--- config.mk ---
export PLATFORM = sky130hd
export DESIGN_NAME = reg_debug_access
export DESIGN_NICKNAME = d
export VERILOG_FILES = /design/src/rtl/reg_debug_access.sv
export SDC_FILE = /design/constraint.sdc
export NUM_CORES = 1
export LEC_CHECK = 0
export ABC_CLOCK_PERIOD_IN_PS = 4200
export BUFFER_PORTS_ARGS = -buffer_cell sky130_fd_sc_hd__buf_2
export CORE_ASPECT_RATIO = 0.7
export CORE_MARGIN = 10
export CORE_UTILIZATION = 45
export CTS_BUF_LIST = sky130_fd_sc_hd__clkbuf_8
export CTS_CLUSTER_DIAMETER = 40
export DETAILED_ROUTE_END_ITERATION = 12
export GPL_TIMING_DRIVEN = 0
export HOLD_SLACK_MARGIN = 0.06
export PLACE_DENSITY = 0.74
export SYNTH_ARGS = -nofsm -noshare
export SYNTH_HDL_FRONTEND = slang
export SYNTH_SLANG_ARGS = --single-unit
--- constraint.sdc ---
create_clock -name clk -period 4.2 [get_ports clk]
set_input_delay 0.84 -clock clk [delete_from_list [all_inputs] [get_ports clk]]
set_output_delay 0.84 -clock clk [all_outputs]
set_load 0.02 [all_outputs]
--- src/rtl/reg_debug_access.sv ---
// Debug-side register file initiator: halts the core, performs one read or write, returns a response.
// Optional write read-back check enabled by defining REG_DEBUG_READBACK_EN.
module reg_debug_access #(
  parameter int DATA_WIDTH   = 64,
  parameter int ADDR_WIDTH   = 5,
  parameter int HALT_TIMEOUT = 255
) (
  input  logic                  clk,
  input  logic                  arst,
  input  logic                  i_req_valid,
  output logic                  o_req_ready,
  input  logic                  i_req_write,
  input  logic [ADDR_WIDTH-1:0] i_req_addr,
  input  logic [DATA_WIDTH-1:0] i_req_wdata,
  output logic                  o_rsp_valid,
  input  logic                  i_rsp_ready,
  output logic [DATA_WIDTH-1:0] o_rsp_rdata,
  output logic                  o_rsp_err,
  output logic                  o_halt_req,
  input  logic                  i_halted,
  output logic [ADDR_WIDTH-1:0] o_rf_read_addr,
  input  logic [DATA_WIDTH-1:0] i_rf_read_data,
  output logic                  o_rf_write_en,
  output logic [ADDR_WIDTH-1:0] o_rf_write_addr,
  output logic [DATA_WIDTH-1:0] o_rf_write_data
);

  // state     | meaning
  // IDLE      | ready for a command, core released
  // HALT_WAIT | halt requested, waiting for i_halted or timeout
  // ACCESS    | one-cycle register file read or write
  // VERIFY    | read back the just-written register (feature only)
  // RESP      | response held until accepted
  typedef enum logic [2:0] {
    IDLE      = 3'd0,
    HALT_WAIT = 3'd1,
    ACCESS    = 3'd2,
`ifdef REG_DEBUG_READBACK_EN
    VERIFY    = 3'd3,
`endif
    RESP      = 3'd4
  } state_t;

  localparam logic [15:0] CNT_LAST = 16'(HALT_TIMEOUT - 1);

  state_t                state_q, state_d;
  logic [15:0]           cnt_q, cnt_d;
  logic                  wr_q, wr_d;
  logic [ADDR_WIDTH-1:0] addr_q, addr_d;
  logic [DATA_WIDTH-1:0] wdata_q, wdata_d;
  logic [DATA_WIDTH-1:0] rdata_q, rdata_d;
  logic                  err_q, err_d;
  logic                  req_ready_q, req_ready_d;
  logic                  halt_req_q, halt_req_d;
  logic                  rsp_valid_q, rsp_valid_d;
  logic [ADDR_WIDTH-1:0] rf_read_addr_q, rf_read_addr_d;
  logic                  rf_write_en_q, rf_write_en_d;
  logic [ADDR_WIDTH-1:0] rf_write_addr_q, rf_write_addr_d;
  logic [DATA_WIDTH-1:0] rf_write_data_q, rf_write_data_d;

  always_comb begin
    state_d = state_q;
    cnt_d   = cnt_q;
    wr_d    = wr_q;
    addr_d  = addr_q;
    wdata_d = wdata_q;
    rdata_d = rdata_q;
    err_d   = err_q;
    case (state_q)
      IDLE: begin
        if (i_req_valid) begin
          wr_d    = i_req_write;
          addr_d  = i_req_addr;
          wdata_d = i_req_wdata;
          cnt_d   = '0;
          rdata_d = '0;
          err_d   = 1'b0;
          state_d = HALT_WAIT;
        end
      end
      HALT_WAIT: begin
        if (i_halted) begin
          state_d = ACCESS;
        end else if (cnt_q == CNT_LAST) begin
          rdata_d = '0;
          err_d   = 1'b1;
          state_d = RESP;
        end else begin
          cnt_d = cnt_q + 16'd1;
        end
      end
      ACCESS: begin
        rdata_d = wr_q ? '0 : i_rf_read_data;
        err_d   = 1'b0;
`ifdef REG_DEBUG_READBACK_EN
        state_d = wr_q ? VERIFY : RESP;
`else
        state_d = RESP;
`endif
      end
`ifdef REG_DEBUG_READBACK_EN
      VERIFY: begin
        // x0 reads back as 0, so a nonzero write to it reports a mismatch
        if (i_rf_read_data != wdata_q) begin
          rdata_d = i_rf_read_data;
          err_d   = 1'b1;
        end else begin
          rdata_d = '0;
          err_d   = 1'b0;
        end
        state_d = RESP;
      end
`endif
      RESP: begin
        if (i_rsp_ready) begin
          rdata_d = '0;
          err_d   = 1'b0;
          state_d = IDLE;
        end
      end
      default: state_d = IDLE;
    endcase

    // Outputs follow the next state so they line up with state_q after the edge
    req_ready_d     = (state_d == IDLE);
    halt_req_d      = (state_d != IDLE);
    rsp_valid_d     = (state_d == RESP);
    rf_read_addr_d  = (state_d != IDLE) ? addr_d : '0;
    rf_write_en_d   = (state_d == ACCESS) && wr_d;
    rf_write_addr_d = rf_write_en_d ? addr_d : '0;
    rf_write_data_d = rf_write_en_d ? wdata_d : '0;
  end

  always_ff @(posedge clk) begin
    if (arst) begin
      state_q         <= IDLE;
      cnt_q           <= '0;
      wr_q            <= 1'b0;
      addr_q          <= '0;
      wdata_q         <= '0;
      rdata_q         <= '0;
      err_q           <= 1'b0;
      req_ready_q     <= 1'b1;
      halt_req_q      <= 1'b0;
      rsp_valid_q     <= 1'b0;
      rf_read_addr_q  <= '0;
      rf_write_en_q   <= 1'b0;
      rf_write_addr_q <= '0;
      rf_write_data_q <= '0;
    end else begin
      state_q         <= state_d;
      cnt_q           <= cnt_d;
      wr_q            <= wr_d;
      addr_q          <= addr_d;
      wdata_q         <= wdata_d;
      rdata_q         <= rdata_d;
      err_q           <= err_d;
      req_ready_q     <= req_ready_d;
      halt_req_q      <= halt_req_d;
      rsp_valid_q     <= rsp_valid_d;
      rf_read_addr_q  <= rf_read_addr_d;
      rf_write_en_q   <= rf_write_en_d;
      rf_write_addr_q <= rf_write_addr_d;
      rf_write_data_q <= rf_write_data_d;
    end
  end

  assign o_req_ready     = req_ready_q;
  assign o_halt_req      = halt_req_q;
  assign o_rsp_valid     = rsp_valid_q;
  assign o_rsp_rdata     = rdata_q;
  assign o_rsp_err       = err_q;
  assign o_rf_read_addr  = rf_read_addr_q;
  assign o_rf_write_en   = rf_write_en_q;
  assign o_rf_write_addr = rf_write_addr_q;
  assign o_rf_write_data = rf_write_data_q;

endmodule

==> summary.md, run 1 <==
| Metric | Value |
|---|---|
| Worst path buffer plus inverter count | `4` |
| Post-route ant nets | `0` |
| Fmax | `0.4517 GHz` |
| WL/cell | `17.19 um` |
| Count leader, synth | `dfxtp_1` |
| Cts hold-fix bufs | `0` |
| GRT met2 Usage | `0.2736` |
| CP Data Arrival Time | `2550 ps` |
| Crit Path Class | `input pin to flip-flop` |
| Setup violations, final | `0` |
| Worst Tran Pin Value | `644.3 ps` |
| Seq/Total Area, Yosys | `0.6257` |
| Met1 usage | `0.2274` |
| Worst path max stage delay | `560 ps` |
| Antenna violations before repair | `2` |
| Vias in the first global route | `5885` |
| Number of standard-cell rows in the floorplan | `39` |
| Post-Syn Area | `0.007423 sq mm` |
| Post-synth top area share | `0.6257` |
| Die area | `0.02212 sq mm` |
| Vias/cell | `4.758` |
| Via count | `5843` |
| Most frequent cells after synthesis | `dfxtp_1 (232), nor2_1 (164), mux2i_1 (74), a22o_1 (64), clkbuf_1 (14)` |
| Post-synth ARST share | `0` |
| CTS Buf Count | `36` |
| Post-Synthesis Net Count | `804` |
| Met3 usage in global routing | `0.08829` |
| Setup_tns | `0 ps` |
| Lkg Pwr | `0.004688 uW` |
| #FFs+latches synth | `232` |
| Setup Skew | `12.25 ps` |
| Crit end category | `flip-flop` |
| Placed cell count | `1169` |
| Fill cell count | `1436` |
| DRC | `0` |
| Top Ports | `282` |
| Htree depth | `2` |
| Number of flops mapped to enable cells by yosys | `0` |
| Post-synth top area cell | `dfxtp_1` |
| Worst skew pair latency | `480 ps` |
| Pre-Repair DR Iteration Count | `4` |
| Clock root buffer | `clkbuf_8` |
| Final period utilization | `0.5271` |
| Ys Warns | `0` |
| Crit-path cells | `buf_2 > buf_1 > clkbuf_1 > clkbuf_1 > nor2_1` |
| Yosys cell types | `46` |
| Final layout net count | `1123` |
| CTS tree | `done` |
| Final count of pins violating max slew | `0` |
| GRT busiest layer | `met2` |
| Chip height | `127.5 um` |
| Initial Utilization | `0.4568` |
| Clk sinks | `232` |
| Synth Instances | `663` |
| Top cell by count, worst path | `clkbuf_1` |
| Total grt overflow | `0` |
| Resized cells post-CTS | `0` |
| First-pass GRT wire length | `32910 um` |
| Pwr dens | `445.5 mW/mm^2` |
| Worst min path class | `flip-flop to flip-flop` |
| Post-Route WL | `21110 um` |
| Ratio of cells with drive above 1 in the final layout | `0.3663` |
| PortBufs | `281` |
| Core ar. | `0.01625 sq mm` |
| Main flop type after synthesis | `dfxtp_1` |
| Chip width | `173.5 um` |
| Clk buf depth | `3` |
| Worst-path clk slew | `60 ps` |
| Critical Path Fanout Max | `10` |
| Worst-path cell with the longest stage delay | `clkbuf_1` |
| Slew headroom | `0.5705` |
| RSZ-0062 raised after global routing | `no` |
| Pin count of the biggest net entering global routing | `11` |
| CP Launch Type | `input pin` |
| Synth top area cells | `dfxtp_1 (63%), mux2i_1 (10%), nor2_1 (8.3%), a22o_1 (7.6%), buf_4 (1.0%)` |
| CP delay by family, top | `buffers and inverters` |
| DP HPWL | `16090 um` |
| Placer Congestion | `0.8439` |
| Tmin final | `2214 ps` |
| Syn_area_per_cell | `11.20 sq um` |
| Maxcap violations | `0` |
| Peak supply drop | `0.2800 mV` |
| Post-CTS setup buffer count | `0` |
| CP Data Required Time | `4540 ps` |
| Tot GR Track Use | `0.1822` |
| Post-route non-filler standard cell count | `1228` |
| Status | `finished, final reports clean` |
| Area growth from synthesis to layout | `31.37%` |
| Drt first-iter violations | `360` |
| Hold_ws | `473.2 ps` |
| Final Hold Fails | `0` |
[registers in the layout, indices dropped and copies added, names as in the netlist, 3 cells and up]
signal           count
state_q              3
addr_q               5
o_rf_read_addr       5
o_rf_write_addr      5
o_rsp_rdata         64
wdata_q             64
cnt_q               16
o_rf_write_data     64
[final timing paths]
| kind | end | start | slack (ps) | cells after the start |
|---|---|---|---|---|
| worst max-delay path | wdata_q[8] | arst | 1990 | 5 |
| worst min-delay path | o_rsp_rdata[27] | o_rsp_rdata[27] | 470 | 1 |
| worst max register to register | o_rf_write_addr[3] | state_q[2] | 2030 | 7 |
| worst min register to register | o_rsp_rdata[27] | o_rsp_rdata[27] | 470 | 1 |
[worst reg2reg max path, stage by stage, from the launching register on]
cell and delay, ps:
dfxtp_1 300, buf_4 160, nor4b_4 320, mux2i_1 260
nand2b_1 120, clkbuf_1 430, buf_2 380, nor2_1 80
[layer usage]
metal	vias to the layer above	part of all wire	wire length, um
met2	221	0.43	9079
met3	41	0.12	2510
met4	4	0.023	476
met1	2671	0.43	9016
met5	-	0.0011	23
li1	2906	-	-
[report_power, final]
group          internal (uW)  switching (uW)  total (uW)
logic                    158             212         370
clock network            886             802        1690
registers               2270            19.4        2290
[layout make-up]
| cell class | count | area, sq um | area share |
|---|---|---|---|
| diodes | 1 | 2.502 | 0.0002566 |
| flip-flops and latches | 232 | 4644 | 0.4763 |
| clock buffers | 41 | 564.3 | 0.05787 |
| well taps | 225 | 281.5 | 0.02887 |
| clock inverters | 17 | 73.82 | 0.007570 |
| repair buffers | 281 | 1406 | 0.1442 |
| inverters | 5 | 18.77 | 0.001925 |
| multi-input cells | 384 | 2509 | 0.2572 |
| plain buffers | 42 | 251.5 | 0.02579 |
[kinds of logic (layout without fill, tap and decap cells)]
| family | count (synthesis) | after routing | share of synthesized area |
|---|---|---|---|
| AOI/OAI and AO/OA | 87 | 87 | 0.09793 |
| and+or+nand+nor | 213 | 213 | 0.1274 |
| DFF | 232 | 232 | 0.6257 |
| xor gates and xnor gates | 8 | 8 | 0.009439 |
| adders and majority gates | 2 | 2 | 0.003370 |
| buffers and inverters | 47 | 386 | 0.03641 |
| other | 0 | 1 | 0 |
| muxes | 74 | 74 | 0.09978 |
[layout by cell type (no fill, tap or decap), types with 3 or more instances in the layout]
cell type and instances:
a22o_1 64, nand3_1 3, buf_2 290, xnor2_1 8, nor3_1 4, inv_1 16, nor2_1 164, clkbuf_8 41
buf_6 6, clkbuf_1 14, nor4_1 6, a21oi_1 6, or3_1 3, buf_4 10, dfxtp_1 232, nand4_1 3
mux2i_1 74, and4_1 3, clkinv_2 5, buf_1 3, nand2_1 11
[per-stage QoR]
step                      setup slack, ps  power (uW)  area (sq um)    util
after global placement               1494        2700          9111  0.5607
final                                1986        4345          9752  0.6001
after detailed placement             1477        2706          9111  0.5607
after CTS                            1975        4399          9749  0.6000
after global routing                 1809        4536          9749  0.6000
after floorplan                      2280        2564          7423       -
Power figures use the tool's default switching activity.
==> run 2: changes to the inputs <==
--- a/config.mk
+++ b/config.mk
@@ -5,7 +5,7 @@
 export SDC_FILE = /design/constraint.sdc
 export NUM_CORES = 1
 export LEC_CHECK = 0
-export ABC_CLOCK_PERIOD_IN_PS = 4200
+export ABC_CLOCK_PERIOD_IN_PS = 2000
 export BUFFER_PORTS_ARGS = -buffer_cell sky130_fd_sc_hd__buf_2
 export CORE_ASPECT_RATIO = 0.7
 export CORE_MARGIN = 10
@@ -15,7 +15,7 @@
 export DETAILED_ROUTE_END_ITERATION = 12
 export GPL_TIMING_DRIVEN = 0
 export HOLD_SLACK_MARGIN = 0.06
-export PLACE_DENSITY = 0.74
+export PLACE_DENSITY = 0.77
 export SYNTH_ARGS = -nofsm -noshare
 export SYNTH_HDL_FRONTEND = slang
 export SYNTH_SLANG_ARGS = --single-unit
==> constraint.sdc (replaced) <==
create_clock -name clk -period 2 [get_ports clk]
set_input_delay 0.4 -clock clk [delete_from_list [all_inputs] [get_ports clk]]
set_output_delay 0.4 -clock clk [all_outputs]
set_load 0.02 [all_outputs]
==> run 2 against run 1 <==
Effect of this change: total power increased by 120%; via count increased by 2.4%; final area grew 1.3%; first-iteration DRC count decreased by 4.4%; hold slack got worse by 340 ps; clock skew is 14 ps higher; non-clock buffer count grew 1; utilization increased by 0.80 points; clock power is 130% higher; largest power group unchanged.
==> summary.md, run 2 (synthesized netlist as in run 1, its figures left out) <==
| Metric | Value |
|---|---|
| Vias/cell | `4.851` |
| Chip height | `127.5 um` |
| CP Launch Type | `flip-flop` |
| Hold_ws | `130.8 ps` |
| Slew headroom | `0.4741` |
| Most frequent cells in the layout | `buf_2 (288), dfxtp_1 (232), nor2_1 (164)` |
| Antenna violations before repair | `2` |
| CP Data Arrival Time | `2230 ps` |
| Final period utilization | `0.9290` |
| Pre-Repair DR Iteration Count | `4` |
| Initial Utilization | `0.4568` |
| Total grt overflow | `0` |
| Worst slack, placed | `-351.6 ps` |
| PortBufs | `281` |
| Setup violations, final | `0` |
| Setup_tns | `0 ps` |
| Setup WS post-layout | `141.9 ps` |
| CP Data Required Time | `2380 ps` |
| Area growth from synthesis to layout | `33.12%` |
| Maxcap violations | `0` |
| Cts hold-fix bufs | `0` |
| Tmin final | `1858 ps` |
| CTS Buf Count | `36` |
| Fin area | `0.009882 sq mm` |
| Final layout net count | `1124` |
| Commonest non-fill, non-tap cell in the layout | `buf_2` |
| Post-Route WL | `22270 um` |
| Lkg Pwr | `0.004756 uW` |
| Crit Path Class | `flip-flop to flip-flop` |
| Clk sinks | `232` |
| CP delay by family, top | `compound AO/OA/AOI/OAI gates` |
| Setup Skew | `26.25 ps` |
| Crit-path cells | `inv_1 > ha_1 > and4b_1 > and4_1 > a211oi_2 > a21oi_1 > a31o_2` |
| Worst-path clk slew | `60 ps` |
| Final count of pins violating max slew | `0` |
| Post-DP Area | `0.009111 sq mm` |
| Peak supply drop | `0.6791 mV` |
| Worst min path class | `input pin to flip-flop` |
| WL/cell | `18.06 um` |
| CTS tree | `done` |
| RSZ-0062 raised after global routing | `no` |
| Worst path buffer plus inverter count | `1` |
| Placer Congestion | `0.8116` |
| Drt first-iter violations | `344` |
| Pwr dens | `963.8 mW/mm^2` |
| Crit end category | `flip-flop` |
| Ratio of cells with drive above 1 in the final layout | `0.3734` |
| Worst skew pair latency | `480 ps` |
| Number of standard-cell rows in the floorplan | `39` |
| Core ar. | `0.01625 sq mm` |
| Die area | `0.02212 sq mm` |
| Clock root buffer | `clkbuf_8` |
| Via count | `5981` |
| DRC | `0` |
| Worst path max stage delay | `380 ps` |
| Worst-path cell with the longest stage delay | `dfxtp_1` |
| Clk buf depth | `3` |
| Chip width | `173.5 um` |
| Top Ports | `282` |
| Post-route ant nets | `0` |
| Htree depth | `2` |
| Pin count of the biggest net entering global routing | `11` |
| Worst Tran Pin Value | `787.2 ps` |
| DP HPWL | `16730 um` |
| First-pass GRT wire length | `33830 um` |
| Vias in the first global route | `5969` |
| Critical Path Fanout Max | `5` |
| Status | `finished, final reports clean` |
| Tot GR Track Use | `0.1883` |
| Final core utilization | `0.6081` |
| Fmax | `0.5382 GHz` |
| Final Hold Fails | `0` |
| Fill cell count | `1400` |
-- run 2: cell count changes in the layout (fill, tap and decap cells not counted), sizes merged --
cell	delta
clkbuf	+4
clkinv	-2
bufinv	+1
buf	+2
-- run 2: what timing repair did --
| action | CTS | global route |
|---|---|---|
| endpoints found under the setup margin | 130 | 58 |
| gates cloned | 0 | 0 |
| endpoints found under the hold margin | 0 | 0 |
| pin swaps | 1 | 0 |
| gates resized for setup | 3 | 2 |
| setup buffers | 3 | 0 |
-- run 2: metal layers --
layer  share of wire  up-vias  GRT usage
met5               0        -          0
met4           0.014        0    0.05157
met3            0.10       33    0.07858
met2            0.45      253     0.2943
met1            0.43     2790     0.2353
li1                -     2905          -
-- run 2: power breakdown --
| group | internal, uW | switching, uW | leakage [uW] |
|---|---|---|---|
| Combinational | 348 | 460 | 0.00246 |
| Sequential | 4760 | 42.2 | 0.00188 |
| Clock | 2190 | 1720 | 0.000415 |
-- run 2: cell type report --
| class | instances | area, sq um | share of cell area |
|---|---|---|---|
| inverters | 5 | 18.77 | 0.001899 |
| clock buffers | 46 | 633.1 | 0.06407 |
| multi-input cells | 384 | 2517 | 0.2547 |
| repair buffers | 284 | 1441 | 0.1459 |
| diodes | 1 | 2.502 | 0.0002532 |
| flip-flops and latches | 232 | 4644 | 0.4700 |
| well taps | 225 | 281.5 | 0.02849 |
| clock inverters | 16 | 93.84 | 0.009496 |
| plain buffers | 40 | 249.0 | 0.02520 |
-- run 2: worst paths after layout --
path | startpoint | to | slack [ps] | depth (start not counted)
setup / recovery | cnt_q[0] | cnt_q[3] | 140 | 7
hold / removal | i_rf_read_data[14] | o_rsp_rdata[14] | 130 | 2
setup reg to reg | cnt_q[0] | cnt_q[3] | 140 | 7
hold reg to reg | o_rsp_rdata[48] | o_rsp_rdata[48] | 470 | 1
-- run 2: metrics by stage --
stage                     total power (uW)  instances
after floorplan                       5384        663
after global placement                5670       1169
after detailed placement              5694       1169
after CTS                             9631       1232
after global routing                  9933       1232
final                                 9525       1233
